--- src/rtl/seg_display_pkg.sv ---
// Shared definitions for the seven-segment scanner.
// Contents:
//   - Active-low segment patterns, bit order {g,f,e,d,c,b,a}.
//   - The all-off anode pattern.
//   - Helpers that size the slot divider from the clock and refresh rates.
package seg_display_pkg;

    localparam logic [6:0] SEG_0     = 7'h40;
    localparam logic [6:0] SEG_1     = 7'h79;
    localparam logic [6:0] SEG_2     = 7'h24;
    localparam logic [6:0] SEG_3     = 7'h30;
    localparam logic [6:0] SEG_4     = 7'h19;
    localparam logic [6:0] SEG_5     = 7'h12;
    localparam logic [6:0] SEG_6     = 7'h02;
    localparam logic [6:0] SEG_7     = 7'h78;
    localparam logic [6:0] SEG_8     = 7'h00;
    localparam logic [6:0] SEG_9     = 7'h10;
    localparam logic [6:0] SEG_DASH  = 7'h3F;
    localparam logic [6:0] SEG_BLANK = 7'h7F;

    localparam logic [3:0] AN_OFF    = 4'hF;

    // Clocks per digit slot.
    function automatic int calc_div(input int clk_freq, input int refresh_hz);
        return clk_freq / refresh_hz;
    endfunction

    // Width of a counter that spans 0..div-1.
    function automatic int calc_cnt_w(input int div);
        return (div > 1) ? $clog2(div) : 1;
    endfunction

endpackage

--- src/rtl/bcd_to_seg.sv ---
// Combinational BCD to seven-segment decoder.
// Output is active-low, {g,f,e,d,c,b,a}.
// Ports:
//   bcd_i  in  4 : BCD nibble. Values 10-15 are invalid and show a dash.
//   seg_o  out 7 : segment pattern.
module bcd_to_seg
    import seg_display_pkg::*;
(
    input  logic [3:0] bcd_i,
    output logic [6:0] seg_o
);

    always_comb begin
        seg_o = SEG_DASH;
        case (bcd_i)
            4'd0: seg_o = SEG_0;
            4'd1: seg_o = SEG_1;
            4'd2: seg_o = SEG_2;
            4'd3: seg_o = SEG_3;
            4'd4: seg_o = SEG_4;
            4'd5: seg_o = SEG_5;
            4'd6: seg_o = SEG_6;
            4'd7: seg_o = SEG_7;
            4'd8: seg_o = SEG_8;
            4'd9: seg_o = SEG_9;
            default: seg_o = SEG_DASH;
        endcase
    end

endmodule

--- src/rtl/seg_display_scanner.sv ---
// Time-multiplexed driver for a four-digit common-anode seven-segment display.
// Shows a packed-BCD {tens, ones} reading on the two rightmost digits.
// The reading is sampled once per four-slot frame, so both digits always come
// from the same sample.
// Ports:
//   clk           in  1 : system clock
//   init_regs_n   in  1 : synchronous active-low reset
//   time_reading  in  8 : [7:4] tens BCD, [3:0] ones BCD
//   seg           out 7 : {g,f,e,d,c,b,a}, active-low
//   dp            out 1 : decimal point, active-low, held off
//   an            out 4 : digit anodes, active-low, an[0] is the rightmost digit
module seg_display_scanner
    import seg_display_pkg::*;
#(
    parameter int CLK_FREQ      = 100000000,
    parameter int REFRESH_HZ    = 4000,
    parameter int BLANK_CYCLES  = 100,
    parameter int BLANK_LEADING = 1
) (
    input  logic       clk,
    input  logic       init_regs_n,
    input  logic [7:0] time_reading,
    output logic [6:0] seg,
    output logic       dp,
    output logic [3:0] an
);

    localparam int               DIV       = calc_div(CLK_FREQ, REFRESH_HZ);
    localparam int               CNT_W     = calc_cnt_w(DIV);
    localparam logic [CNT_W-1:0] DIV_LAST  = CNT_W'(DIV - 1);
    localparam logic [CNT_W-1:0] BLANK_END = CNT_W'(BLANK_CYCLES);

    logic [CNT_W-1:0] div_cnt_q, div_cnt_d;
    logic [1:0]       slot_q, slot_d;
    logic [7:0]       snap_q, snap_d;
    logic [6:0]       seg_q, seg_d;
    logic [3:0]       an_q, an_d;
    logic             dp_q;

    logic             wrap;
    logic [3:0]       digit;
    logic [6:0]       dec_seg;
    logic             dark;

    bcd_to_seg u_dec (
        .bcd_i (digit),
        .seg_o (dec_seg)
    );

    always_comb begin
        wrap      = (div_cnt_q == DIV_LAST);
        div_cnt_d = wrap ? '0 : div_cnt_q + CNT_W'(1);
        slot_d    = wrap ? slot_q + 2'd1 : slot_q;
        // The frame boundary is the last cycle of slot 3. The new slot 0 that
        // starts on the same edge already uses the fresh sample.
        snap_d    = (wrap && slot_q == 2'd3) ? time_reading : snap_q;

        digit = slot_q[0] ? snap_q[7:4] : snap_q[3:0];
        // Slots 2/3 are always dark. A zero tens digit may be dark too; an
        // invalid tens nibble is non-zero, so it still shows the dash.
        dark  = slot_q[1]
             || (slot_q[0] && (BLANK_LEADING != 0) && (snap_q[7:4] == 4'd0));

        // Segments may settle while the anodes are still off in the dead time.
        seg_d = dark ? SEG_BLANK : dec_seg;
        an_d  = (dark || (div_cnt_q < BLANK_END)) ? AN_OFF
                                                  : ~(4'b0001 << slot_q);
    end

    always_ff @(posedge clk) begin
        if (!init_regs_n) begin
            div_cnt_q <= '0;
            slot_q    <= 2'd0;
            snap_q    <= 8'h00;
            seg_q     <= SEG_BLANK;
            an_q      <= AN_OFF;
            dp_q      <= 1'b1;
        end else begin
            div_cnt_q <= div_cnt_d;
            slot_q    <= slot_d;
            snap_q    <= snap_d;
            seg_q     <= seg_d;
            an_q      <= an_d;
            dp_q      <= 1'b1;
        end
    end

    assign seg = seg_q;
    assign an  = an_q;
    assign dp  = dp_q;

endmodule

--- config.mk ---
export PLATFORM = sky130hd
export DESIGN_NAME = seg_display_scanner
export DESIGN_NICKNAME = d
export VERILOG_FILES = /design/src/rtl/seg_display_pkg.sv /design/src/rtl/bcd_to_seg.sv /design/src/rtl/seg_display_scanner.sv
export SDC_FILE = /design/constraint.sdc
export NUM_CORES = 1
export LEC_CHECK = 0
export ABC_AREA = 1
export CAP_MARGIN = 5
export CORE_ASPECT_RATIO = 1.2
export CORE_UTILIZATION = 30
export CTS_BUF_LIST = sky130_fd_sc_hd__clkbuf_16
export CTS_CLUSTER_DIAMETER = 80
export DETAILED_ROUTE_END_ITERATION = 16
export PLACE_DENSITY = 0.59
export SLEW_MARGIN = 20
export SYNTH_ARGS = -nofsm -noshare
export SYNTH_HDL_FRONTEND = slang
export SYNTH_HIERARCHICAL = 1
export SYNTH_SLANG_ARGS = --single-unit
--- constraint.sdc ---
create_clock -name clk -period 1.95 [get_ports clk]
set_input_delay 0.195 -clock clk [delete_from_list [all_inputs] [get_ports clk]]
set_output_delay 0.195 -clock clk [all_outputs]
set_load 0.02 [all_outputs]
Word level (Yosys, flattened, before mapping)
Memory sizes are Yosys's and may differ from the RTL's. A register that Yosys moved wholly into a read port is not among the register bits.
Cells that the tools add are included.
{"block": "totals", "out_inout_bits": 12, "memories": 1, "wordCells": 22, "romBits": 112, "input_bits": 10, "reg_bits": 29}
{"memory": "(no name shown)", "depth": 16, "word_bits": 7, "rd": 1, "rd_clocked_by_memory_dff": 1, "wr": 0, "line_no": "bcd_to_seg.sv:15", "source": "case (bcd_i)"}
{"block": "op_classes", "n_addsub": 2, "bitwise_logic": 2, "eq_ne": 2, "reduce_logical": 8, "muxes": 1, "shifts": 1, "order_cmp": 1}
{"operator": "$add 15x1->15 const B", "count": 1}
{"operator": "$eq 15x15->1 const B", "count": 1}
{"operator": "$lt 15x7->1 const B", "count": 1}
{"operator": "$reduce_or 2->1", "count": 3}
{"operator": "$logic_not 4->1", "count": 1}
{"operator": "$mux 4", "count": 1}
{"operator": "$not 4->4", "count": 1}
{"operator": "$shl 1x2->4 const A", "count": 1}
{"operator": "$add 2x1->2 const B", "count": 1}
{"operator": "$eq 2x2->1 const B", "count": 1}
{"operator": "$logic_and 1x1->1", "count": 2}
{"operator": "$logic_or 1x1->1", "count": 2}
{"operator": "$not 1->1", "count": 1}

Longest topological paths before layout
Gate-level depths: netlist (run 1).
{"block": "depth", "depth_word": 5, "depth_mapped": 10, "ltp_nobuf": 9}

Modules after synthesis
Netlist (run 1), hierarchy kept.
{"module": "seg_display_scanner", "seq_area_each_um2": 720.7, "n_inst": 1, "cells_each": 242, "area_per_inst_um2": 1778.0}
{"module": "bcd_to_seg", "seq_area_each_um2": 0.0, "n_inst": 1, "cells_each": 35, "area_per_inst_um2": 187.7}

Worst setup path after synthesis (run 1)
Ideal clock, no wire load.
{"block": "synth_timing", "kind": "register to register", "from": "register slot_q[0]", "to": "register seg_q[3] (netlist: seg[3])", "synth_period_minus_slack_ps": 1741, "n_path_buf": 1, "stages_incl_launch_ff": 9, "required_time_ps": 1827, "arrival_time_ps": 1618, "setup_ps": 123, "slack_ps": 209, "cell_sequence": "dfxtp_1 -> buf_2 -> o21ai_0 -> inv_1 -> ha_1 -> nand2_1 -> nand3_1 -> nand2_1 -> or2_2"}
{"block": "synth_via", "elab_cells_between_ends": 4, "classes_between": "mux (1); reduce/logical (3)"}
{"element": "start, declared", "line_no": "seg_display_scanner.sv:34", "source": "logic [1:0] slot_q, slot_d;"}
{"element": "start signal, assigned", "line_no": "seg_display_scanner.sv:80", "source": "slot_q <= slot_d;"}
{"element": "$mux 4", "line_no": "seg_display_scanner.sv:58", "source": "digit = slot_q[0] ? snap_q[7:4] : snap_q[3:0];"}
{"element": "named net digit[0]", "line_no": "seg_display_scanner.sv:41", "source": "logic [3:0] digit;"}
{"element": "end, declared", "line_no": "seg_display_scanner.sv:36", "source": "logic [6:0] seg_q, seg_d;"}
The timed path passes the listed nets, and every way through them passes these cells.
A chain may end at the register's enable or synchronous reset.

Final worst setup path (run 1)
Ends and elaborated chain as after synthesis.

==> results of run 1 <==
## layout make-up
type / count / area [sq um] / share of cell area [%]
Inverter: 49 / 184 / 7.76
Sequential cell: 36 / 722 / 30.4
Tap cell: 82 / 103 / 4.33
Timing Repair Buffer: 21 / 208 / 8.76
Clock inverter: 3 / 13.8 / 0.580
Clock buffer: 5 / 125 / 5.28
Multi-Input combinational cell: 187 / 1020 / 42.8
## per-layer routing
metal / GRT usage [%] / up-vias / wire (um)
li1: - / 892 / -
met1: 13.2 / 713 / 1590
met2: 22.2 / 22 / 1900
met3: 4.13 / 4 / 123
met4: 4.94 / 0 / 49
met5: 0 / - / 0
## flip-flops by register name, summed over array words and instances (netlist names)
register / count
seg: 7
div_cnt_q: 15
an: 4
snap_q: 8
slot_q: 2
## cells by family (layout without fill, tap and decap cells)
| family | Yosys count | after routing | share of synthesized area, % |
|---|---|---|---|
| buf+inv | 54 | 78 | 11.6 |
| simple gates | 156 | 156 | 39.1 |
| fa+ha+maj | 10 | 10 | 6.37 |
| other cells | 1 | 1 | 0.191 |
| compound gates | 18 | 18 | 5.16 |
| xor+xnor | 2 | 2 | 0.891 |
| flops | 36 | 36 | 36.7 |
## cell usage after synthesis, types with 3 or more instances
| library cell | instances |
|---|---|
| inv_1 | 46 |
| nor2_2 | 3 |
| a21oi_1 | 10 |
| nor2_1 | 29 |
| or2_2 | 7 |
| dfxtp_1 | 36 |
| nand3_1 | 11 |
| o21ai_0 | 5 |
| a21oi_2 | 3 |
| nand2_1 | 70 |
| nor3_1 | 4 |
| ha_1 | 10 |
| nand2_2 | 8 |
| nand4_1 | 14 |
## stage by stage
stage / power [mW] / cells
2_1_floorplan: 0.817 / 277
3_3_place_gp: 0.851 / 375
3_5_place_dp: 0.852 / 375
4_1_cts: 1.62 / 383
5_1_grt: 1.67 / 383
6_report: 1.60 / 383
## power breakdown
group | internal, mW | switching [mW] | total [mW]
Sequential | 0.748 | 0.00787 | 0.756
Clock | 0.464 | 0.298 | 0.762
Combinational | 0.0409 | 0.0378 | 0.0787
Total | 1.25 | 0.344 | 1.60
## path summary, 6_finish.rpt
kind                                               from                       to  cells past startpoint
worst min-delay path            div_cnt_q[0]$_SDFF_PP0_  div_cnt_q[0]$_SDFF_PP0_                      1
worst min register to register  div_cnt_q[0]$_SDFF_PP0_  div_cnt_q[0]$_SDFF_PP0_                      1
worst max-delay path             slot_q[0]$_SDFFE_PN0P_        seg[3]$_SDFF_PP1_                      7
worst max register to register   slot_q[0]$_SDFFE_PN0P_        seg[3]$_SDFF_PP1_                      7
## what timing repair did
item	4_1_cts	5_1_grt
endpoints found under the setup margin	0	2
hold buffers	0	0
setup buffers	0	0
gates resized for setup	0	2
## cells in the final DEF (no fill, tap or decap), drive strengths merged, types with 9 or more instances in the layout
cell type      count
a21oi             13
clkdlybuf4s50     20
dfxtp             36
ha                10
inv               47
nand2             80
nand3             13
nand4             14
nor2              35
or2                9
## worst register-to-register path, stage by stage, from the launching register on
cell and delay, ns:
dfxtp_2 0.37, o21ai_0 0.32, inv_1 0.15, ha_1 0.31
nand2_1 0.07, nand3_1 0.11, nand2_1 0.05, or2_2 0.28
==> reports/qor.csv, run 1 <==
metric;value;unit
CTS max path bufs;2;
#FFs+latches synth;36;
Worst path max stage delay;0.37;ns
status;finished, final reports clean;
Min-Delay Path Class;reg -> reg;
Min Hold Slack;0.481;ns
IO buf count;20;
Finish-stage setup viols;0;
fmax;0.564;GHz
ANT nets after route;0;
DR vias/cell;4.26;
Post-synth ARST share;0;%
Data arrival, critical path;1.94;ns
cts bufs inserted;5;
EDFF count, synth;0;
Routed WL;3.67;mm
slew margin rel.;64.0;%
CORE AREA;6170;sq um
number of nets in the layout;320;
DR DRC count;0;
syn_nets;297;
register area share after synthesis;36.7;%
Register-to-Register Setup Slack;0.18;ns
Initial Utilization;31.9;%
ys flop type;dfxtp_1;
Clock Latency Late Sink;0.28;ns
Final Max Tran Viols;0;
Syn Area/Cell;7.10;sq um
skew final;0.00531;ns
CTS root buffer;clkbuf_16;
CTS tree;done;
Final Wtd Congestion;0.833;
period utilization;90.9;%
CP Buf/Inv Count;1;
Rows;31;
DP Area;2230;sq um
Synth-to-Final Area Change;20.6;%
crit path cell chain;o21ai_0 -> inv_1 -> ha_1 -> nand2_1 -> nand3_1 -> nand2_1 -> or2_2;
Final Hold Violating Endpoints;0;
delay-heaviest family, CP;simple AND/OR/NAND/NOR gates;
Yosys top cell by area;dfxtp_1;
antenna violations before repair;0;
Iter 0 DRT Violations;38;
setup ws final;0.178;ns
Die H;90.7;um
post-route setup TNS;0;ns
Worst Path Required;2.12;ns
DPL Wire Length;2.87;mm
final core occ;38.4;%
first-pass GRT wire length;6.64;mm
Pleak;1.04;nW
Syn Std Cell Area;1970;sq um
number of global-route vias before repair;1624;
I/O Pins;22;
max capacitance violation total;0;
routed len/inst;9.57;um
clock slew at reported path FFs;0.06;ns
Slowest-stage cell, CP;dfxtp_2;
synth top area cells;dfxtp_1 (37%), nand2_1 (13%), inv_1 (8.8%);
yosys warns;6;
type of the worst setup path;reg -> reg;
antenna cells;0;
H-tree depth;2;
Syn Inst Count;277;
share of cells above drive strength 1;12.6;%
clk sink count;36;
CP Max Fanout;11;
Setup WS pre-CTS;0.0950;ns
type of origin of the critical path;flip-flop;
critical path capture point type;flip-flop;
RSZ-0062 raised after global routing;false;
GRT Total Usage;12.6;%
fin area;2370;sq um
largest net degree at the start of global routing;16;
Netlist cell types;28;
post-synth top area share;36.7;%
CP most frequent cell;nand2_1;
highest ir drop seen on vdd;284;uV
via count;1631;
worst-margin pin slew;0.534;ns
Fill cells;647;
minimum clock period;1.77;ns
Die ar.;6880;sq um
PwrDens;673;nW/um^2
grt ovf;0;
drt pass-1 iters;4;
die width;75.9;um
Power figures use the tool's default switching activity.
==> inputs of run 2 (changes only) <==
--- a/config.mk
+++ b/config.mk
@@ -6,14 +6,12 @@
 export NUM_CORES = 1
 export LEC_CHECK = 0
 export ABC_AREA = 1
-export CAP_MARGIN = 5
 export CORE_ASPECT_RATIO = 1.2
 export CORE_UTILIZATION = 30
 export CTS_BUF_LIST = sky130_fd_sc_hd__clkbuf_16
 export CTS_CLUSTER_DIAMETER = 80
 export DETAILED_ROUTE_END_ITERATION = 16
-export PLACE_DENSITY = 0.59
-export SLEW_MARGIN = 20
+export SLEW_MARGIN = 15
 export SYNTH_ARGS = -nofsm -noshare
 export SYNTH_HDL_FRONTEND = slang
 export SYNTH_HIERARCHICAL = 1
==> reports/qor.csv, run 2 (same netlist as run 1, synthesis figures left out) <==
metric;value;unit;change
highest ir drop seen on vdd;384;uV;was 284 uV
Data arrival, critical path;1.97;ns;was 1.94 ns
slew margin rel.;64.1;%;was 64.0%
Finish-stage setup viols;0;;unchanged
commonest non-fill, non-tap cells in the layout;nand2_1 (70), inv_1 (46), dfxtp_1 (35);;unchanged
max capacitance violation total;0;;unchanged
Die H;90.7;um;unchanged
Slowest-stage cell, CP;dfxtp_2;;unchanged
clk sink count;36;;unchanged
post-CTS setup buffers;0;;unchanged
Die ar.;6880;sq um;unchanged
post-route setup TNS;0;ns;unchanged
Clock Latency Late Sink;0.28;ns;about the same
largest net degree at the start of global routing;16;;unchanged
share of cells above drive strength 1;13.0;%;was 12.6%
worst-margin pin slew;0.533;ns;was 0.534 ns
DR vias/cell;4.32;;was 4.26
Final Hold Violating Endpoints;0;;unchanged
Critical Path Source;slot_q[0]$_SDFFE_PN0P_;;unchanged
Routed WL;3.66;mm;was 3.67 mm
Comb power frac;4.5;%;was 4.9%
Final Max Tran Viols;0;;unchanged
Min-Delay Path Class;reg -> reg;;unchanged
PwrDens;723;nW/um^2;was 673 nW/um^2
DPL Wire Length;2.84;mm;was 2.87 mm
antenna violations before repair;0;;unchanged
CTS max path bufs;2;;unchanged
via count;1654;;was 1631
Biggest register;div_cnt_q;;unchanged
Pleak;1.05;nW;was 1.04 nW
Iter 0 DRT Violations;67;;was 38
worst r2r dst;seg[3]$_SDFF_PP1_;;unchanged
setup ws final;0.145;ns;was 0.178 ns
crit path cell chain;o21ai_0 -> inv_1 -> ha_1 -> nand2_1 -> nand3_1 -> nand2_1 -> or2_2;;unchanged
Worst Reg-to-Reg Cells;7;;unchanged
drt pass-1 iters;4;;unchanged
number of global-route vias before repair;1575;;was 1624
ANT nets after route;0;;unchanged
switch share;20.0;%;was 21.5%
GRT Total Usage;12.4;%;was 12.6%
antenna cells;0;;unchanged
number of flip-flops in the largest register;15;;unchanged
DP Area;2230;sq um;unchanged
Setup WS pre-CTS;0.109;ns;was 0.0950 ns
type of origin of the critical path;flip-flop;;unchanged
critical path capture point type;flip-flop;;unchanged
CP most frequent cell;nand2_1;;unchanged
CORE AREA;6170;sq um;unchanged
CTS tree;done;;unchanged
Fill cells;640;;was 647
IO buf count;20;;unchanged
I/O Pins;22;;unchanged
minimum clock period;1.81;ns;was 1.77 ns
cts bufs inserted;5;;unchanged
Rows;31;;unchanged
die width;75.9;um;unchanged
fmax;0.554;GHz;was 0.564 GHz
DR DRC count;0;;unchanged
type of the worst setup path;reg -> reg;;unchanged
Final Wtd Congestion;0.851;;was 0.833
final core occ;38.9;%;was 38.4%
skew final;0.00688;ns;was 0.00531 ns
Worst Path Required;2.12;ns;about the same
CP endpoint;seg[3]$_SDFF_PP1_;;unchanged
Initial Utilization;31.9;%;unchanged
Worst path max stage delay;0.37;ns;about the same
CP Max Fanout;11;;unchanged
commonest non-fill, non-tap cell in the layout;nand2_1;;unchanged
Register-to-Register Setup Slack;0.14;ns;was 0.18 ns
fin area;2400;sq um;was 2370 sq um
first-pass GRT wire length;6.62;mm;was 6.64 mm
cts hold-fix bufs;0;;unchanged
start of the worst register-to-register path;slot_q[0]$_SDFFE_PN0P_;;unchanged
routed len/inst;9.55;um;was 9.57 um
H-tree depth;2;;unchanged
sequential power share;43.5;%;was 47.3%
CTS root buffer;clkbuf_16;;unchanged
grt ovf;0;;unchanged
part of the power in the clock network;52.0;%;was 47.7%
status;finished, final reports clean;;unchanged
Int Power;1.39;mW;was 1.25 mW
number of nets in the layout;320;;unchanged
RSZ-0062 raised after global routing;false;;unchanged
Sw Pwr;0.348;mW;was 0.344 mW
period utilization;92.6;%;was 90.9%
Synth-to-Final Area Change;22.1;%;was 20.6%
clock slew at reported path FFs;0.06;ns;about the same
-- run 2: cell types whose count changed in the layout (fill, tap and decap cells not counted), sizes merged --
cell	delta
clkinv	-2
bufinv	+1
clkinvlp	+1
-- run 2: timing repair --
item | 4_1_cts | 5_1_grt
resized for setup | 0 | 1
hold endpoints to repair | 0 | 0
setup endpoints to repair | 0 | 1
-- run 2: power groups by stage --
stage | Combinational, mW | Clock (mW) | Sequential [mW]
final | 0.0782 | 0.903 | 0.755
after global routing | 0.0897 | 0.966 | 0.757
after CTS | 0.0800 | 0.922 | 0.755
after detailed placement | 0.0797 | 0 | 0.772
after global placement | 0.0795 | 0 | 0.771
after floorplan | 0.0379 | 0 | 0.779
-- run 2: area by class of cell --
type,instances,area (sq um),share of cell area (%)
timing repair buffer,21,208,8.65
sequential,36,722,30.1
multi-input combinational,187,1020,42.3
clock buffer,5,125,5.21
inverter,49,184,7.66
tap,82,103,4.28
clock inverter,3,42.5,1.77
-- run 2: worst min-delay path by stage --
stage | startpoint | end | cells after the start
after global placement | div_cnt_q[0]$_SDFF_PP0_ | div_cnt_q[0]$_SDFF_PP0_ | 1
final | div_cnt_q[0]$_SDFF_PP0_ | div_cnt_q[0]$_SDFF_PP0_ | 1
after CTS | div_cnt_q[0]$_SDFF_PP0_ | div_cnt_q[0]$_SDFF_PP0_ | 1
after floorplan | init_regs_n | div_cnt_q[10]$_SDFF_PP0_ | 2
after global routing | div_cnt_q[0]$_SDFF_PP0_ | div_cnt_q[0]$_SDFF_PP0_ | 1
after detailed placement | div_cnt_q[0]$_SDFF_PP0_ | div_cnt_q[0]$_SDFF_PP0_ | 1
-- run 2: stage by stage --
step	hold slack, ns	total power [mW]	cells
final	0.475	1.74	383
after CTS	0.486	1.76	383
after global routing	0.533	1.81	383
after global placement	0.459	0.851	375
after detailed placement	0.473	0.851	375
after floorplan	0.365	0.817	277
-- run 2: metal layers --
layer | global-route usage (%) | vias up | wire (um)
met5 | 0 | - | 0
met4 | 4.17 | 0 | 57
met3 | 3.35 | 5 | 100
met2 | 22.1 | 27 | 1860
met1 | 13.7 | 727 | 1640
li1 | - | 895 | -
-- run 2: worst max-delay path: cells and delay by family, from the launching register on --
family	cells	cell delay (ns)
and+or+nand+nor	4	0.50
DFF	1	0.37
AOI/OAI and AO/OA	1	0.34
adders and majority gates	1	0.32
buffers and inverters	1	0.17
==> inputs of run 3 (changes only) <==
--- a/config.mk
+++ b/config.mk
@@ -7,10 +7,11 @@
 export LEC_CHECK = 0
 export ABC_AREA = 1
 export CORE_ASPECT_RATIO = 1.2
-export CORE_UTILIZATION = 30
+export CORE_UTILIZATION = 55
 export CTS_BUF_LIST = sky130_fd_sc_hd__clkbuf_16
 export CTS_CLUSTER_DIAMETER = 80
 export DETAILED_ROUTE_END_ITERATION = 16
+export PLACE_DENSITY = 0.78
 export SLEW_MARGIN = 15
 export SYNTH_ARGS = -nofsm -noshare
 export SYNTH_HDL_FRONTEND = slang
==> reports/qor.csv, run 3 (same netlist as run 1, synthesis figures left out) <==
metric;value;unit;change
status;finished, final reports clean;;unchanged
antenna cells;0;;unchanged
part of the power in the clock network;47.0;%;was 52.0%
hold depth;1;;unchanged
max capacitance violation total;0;;unchanged
critical path capture point type;flip-flop;;unchanged
CP Max Fanout;11;;unchanged
Initial Utilization;58.4;%;was 31.9%
CTS root buffer;clkbuf_16;;unchanged
Final Hold Violating Endpoints;0;;unchanged
type of origin of the critical path;flip-flop;;unchanged
largest net degree at the start of global routing;16;;unchanged
hold_sp;div_cnt_q[0]$_SDFF_PP0_;;unchanged
WL met3;121;um;was 100 um
Final Max Tran Viols;0;;unchanged
sequential power share;48.0;%;was 43.5%
Die H;67.5;um;was 90.7 um
Fill cells;309;;was 640
I/O Pins;22;;unchanged
CTS max path bufs;2;;unchanged
via count;1657;;was 1654
Slowest-stage cell, CP;dfxtp_2;;unchanged
Data arrival, critical path;1.89;ns;was 1.97 ns
final core occ;68.7;%;was 38.9%
hold endpoint;div_cnt_q[0]$_SDFF_PP0_;;unchanged
CORE AREA;3370;sq um;was 6170 sq um
Post-Place Cells;330;;was 375
H-tree depth;2;;unchanged
minimum clock period;1.73;ns;was 1.81 ns
clock slew at reported path FFs;0.05;ns;was 0.06 ns
PwrDens;681;nW/um^2;was 723 nW/um^2
Top Metal Used;met4;;unchanged
ANT nets after route;0;;unchanged
clk sink count;36;;unchanged
Die ar.;3820;sq um;was 6880 sq um
Sw Pwr;0.328;mW;was 0.348 mW
Pleak;1.04;nW;was 1.05 nW
share of cells above drive strength 1;12.0;%;was 13.0%
Biggest register;div_cnt_q;;unchanged
Finish-stage setup viols;0;;unchanged
Final Power;1.58;mW;was 1.74 mW
Int Power;1.25;mW;was 1.39 mW
skew final;0.00189;ns;was 0.00688 ns
post-route setup TNS;0;ns;unchanged
CP most frequent cell;nand2_1;;unchanged
DPL Wire Length;2.83;mm;was 2.84 mm
Worst path max stage delay;0.43;ns;was 0.37 ns
DR vias/cell;4.90;;was 4.32
Worst Path Required;2.11;ns;was 2.12 ns
IO buf count;20;;unchanged
Comb power frac;5.0;%;was 4.5%
commonest non-fill, non-tap cell in the layout;nand2_1;;unchanged
Synth-to-Final Area Change;17.6;%;was 22.1%
Routed WL;3.82;mm;was 3.66 mm
first-pass GRT wire length;6.38;mm;was 6.62 mm
switch share;20.8;%;was 20.0%
Metal-1 WL;1.58;mm;was 1.64 mm
die width;56.6;um;was 75.9 um
highest ir drop seen on vdd;755;uV;was 384 uV
worst r2r dst;seg[3]$_SDFF_PP1_;;unchanged
Final Wtd Congestion;0.914;;was 0.851
antenna violations before repair;0;;unchanged
Rows;23;;was 31
Setup WS pre-CTS;0.0956;ns;was 0.109 ns
cts bufs inserted;5;;unchanged
Worst Reg-to-Reg Cells;8;;was 7
crit path cell chain;nand2_1 -> o21ai_1 -> inv_1 -> ha_1 -> nand2_1 -> nand3_1 -> nand2_1 -> or2_2;;was o21ai_0 -> inv_1 -> ha_1 -> nand2_1 -> nand3_1 -> nand2_1 -> or2_2
fmax;0.578;GHz;was 0.554 GHz
Clock Latency Late Sink;0.28;ns;about the same
grt ovf;0;;unchanged
CTS tree;done;;unchanged
number of flip-flops in the largest register;15;;unchanged
routed len/inst;11.3;um;was 9.55 um
period utilization;88.7;%;was 92.6%
number of global-route vias before repair;1502;;was 1575
DR DRC count;0;;unchanged
start of the worst register-to-register path;slot_q[0]$_SDFFE_PN0P_;;unchanged
Iter 0 DRT Violations;39;;was 67
number of nets in the layout;320;;unchanged
Register-to-Register Setup Slack;0.22;ns;was 0.14 ns
Min-Delay Path Class;reg -> reg;;unchanged
setup ws final;0.219;ns;was 0.145 ns
GRT Total Usage;22.0;%;was 12.4%
DR WL met2;2.00;mm;was 1.86 mm
RSZ-0062 raised after global routing;false;;unchanged
commonest non-fill, non-tap cells in the layout;nand2_1 (70), inv_1 (48), dfxtp_1 (35);;was nand2_1 (70), inv_1 (46), dfxtp_1 (35)
type of the worst setup path;reg -> reg;;unchanged
drt pass-1 iters;4;;unchanged
fin cells;338;;was 383
## run 3: changes by cell type in the layout (fill, tap and decap cells not counted), sizes merged
cell / delta
inv: +2
clkinvlp: -1
bufinv: -1
## run 3: worst max-delay path, delay by kind of cell (launching register included)
family / cells / cell delay, ns
AND/OR/NAND/NOR: 5 / 0.58
adder cells (fa/ha/maj): 1 / 0.32
buffers and inverters: 1 / 0.15
AO/OA/AOI/OAI: 1 / 0.14
flip-flops: 1 / 0.43
## run 3: repair_timing
action,in CTS,in global routing
buffers inserted,0,0
hold buffers,0,0
resized for setup,0,3
endpoints found under the setup margin,0,3
## run 3: power by group through the flow
| stage | Combinational [mW] | Clock, mW | Sequential (mW) |
|---|---|---|---|
| after global placement | 0.0777 | 0 | 0.771 |
| after global routing | 0.0855 | 0.792 | 0.756 |
| final | 0.0786 | 0.741 | 0.756 |
| after detailed placement | 0.0786 | 0 | 0.772 |
| after CTS | 0.0795 | 0.758 | 0.756 |
| after floorplan | 0.0379 | 0 | 0.779 |
## run 3: cell type report
type	count	area [sq um]	area share, %
clock buffers	5	125	5.41
clock inverters	3	11.3	0.487
inverters	49	184	7.95
multi-input cells	187	1020	43.9
flip-flops and latches	36	722	31.2
well taps	37	46.3	2.00
repair buffers	21	208	8.98
## run 3: per-stage QoR
| step | hold WS (ns) | area [sq um] |
|---|---|---|
| floorplan | 0.365 | 1970 |
| detailed placement | 0.463 | 2170 |
| global route | 0.492 | 2310 |
| CTS | 0.475 | 2310 |
| global placement | 0.456 | 2170 |
| finish | 0.470 | 2310 |
## run 3: worst max-delay path by stage
| stage | startpoint | to | slack (ns) | depth (start not counted) |
|---|---|---|---|---|
| floorplan | slot_q[0]$_SDFFE_PN0P_ | seg[3]$_SDFF_PP1_ | 0.21 | 8 |
| global route | slot_q[0]$_SDFFE_PN0P_ | seg[3]$_SDFF_PP1_ | 0.07 | 8 |
| detailed placement | slot_q[0]$_SDFFE_PN0P_ | seg[3]$_SDFF_PP1_ | 0.1 | 7 |
| finish | slot_q[0]$_SDFFE_PN0P_ | seg[3]$_SDFF_PP1_ | 0.22 | 8 |
| CTS | slot_q[0]$_SDFFE_PN0P_ | seg[3]$_SDFF_PP1_ | 0.06 | 7 |
| global placement | slot_q[0]$_SDFFE_PN0P_ | seg[3]$_SDFF_PP1_ | 0.18 | 7 |
## run 3: per-layer routing
layer,up-vias,GRT usage (%)
li1,892,-
met2,32,40.6
met5,-,0
met1,720,22.4
met4,0,11.9
met3,13,6.51
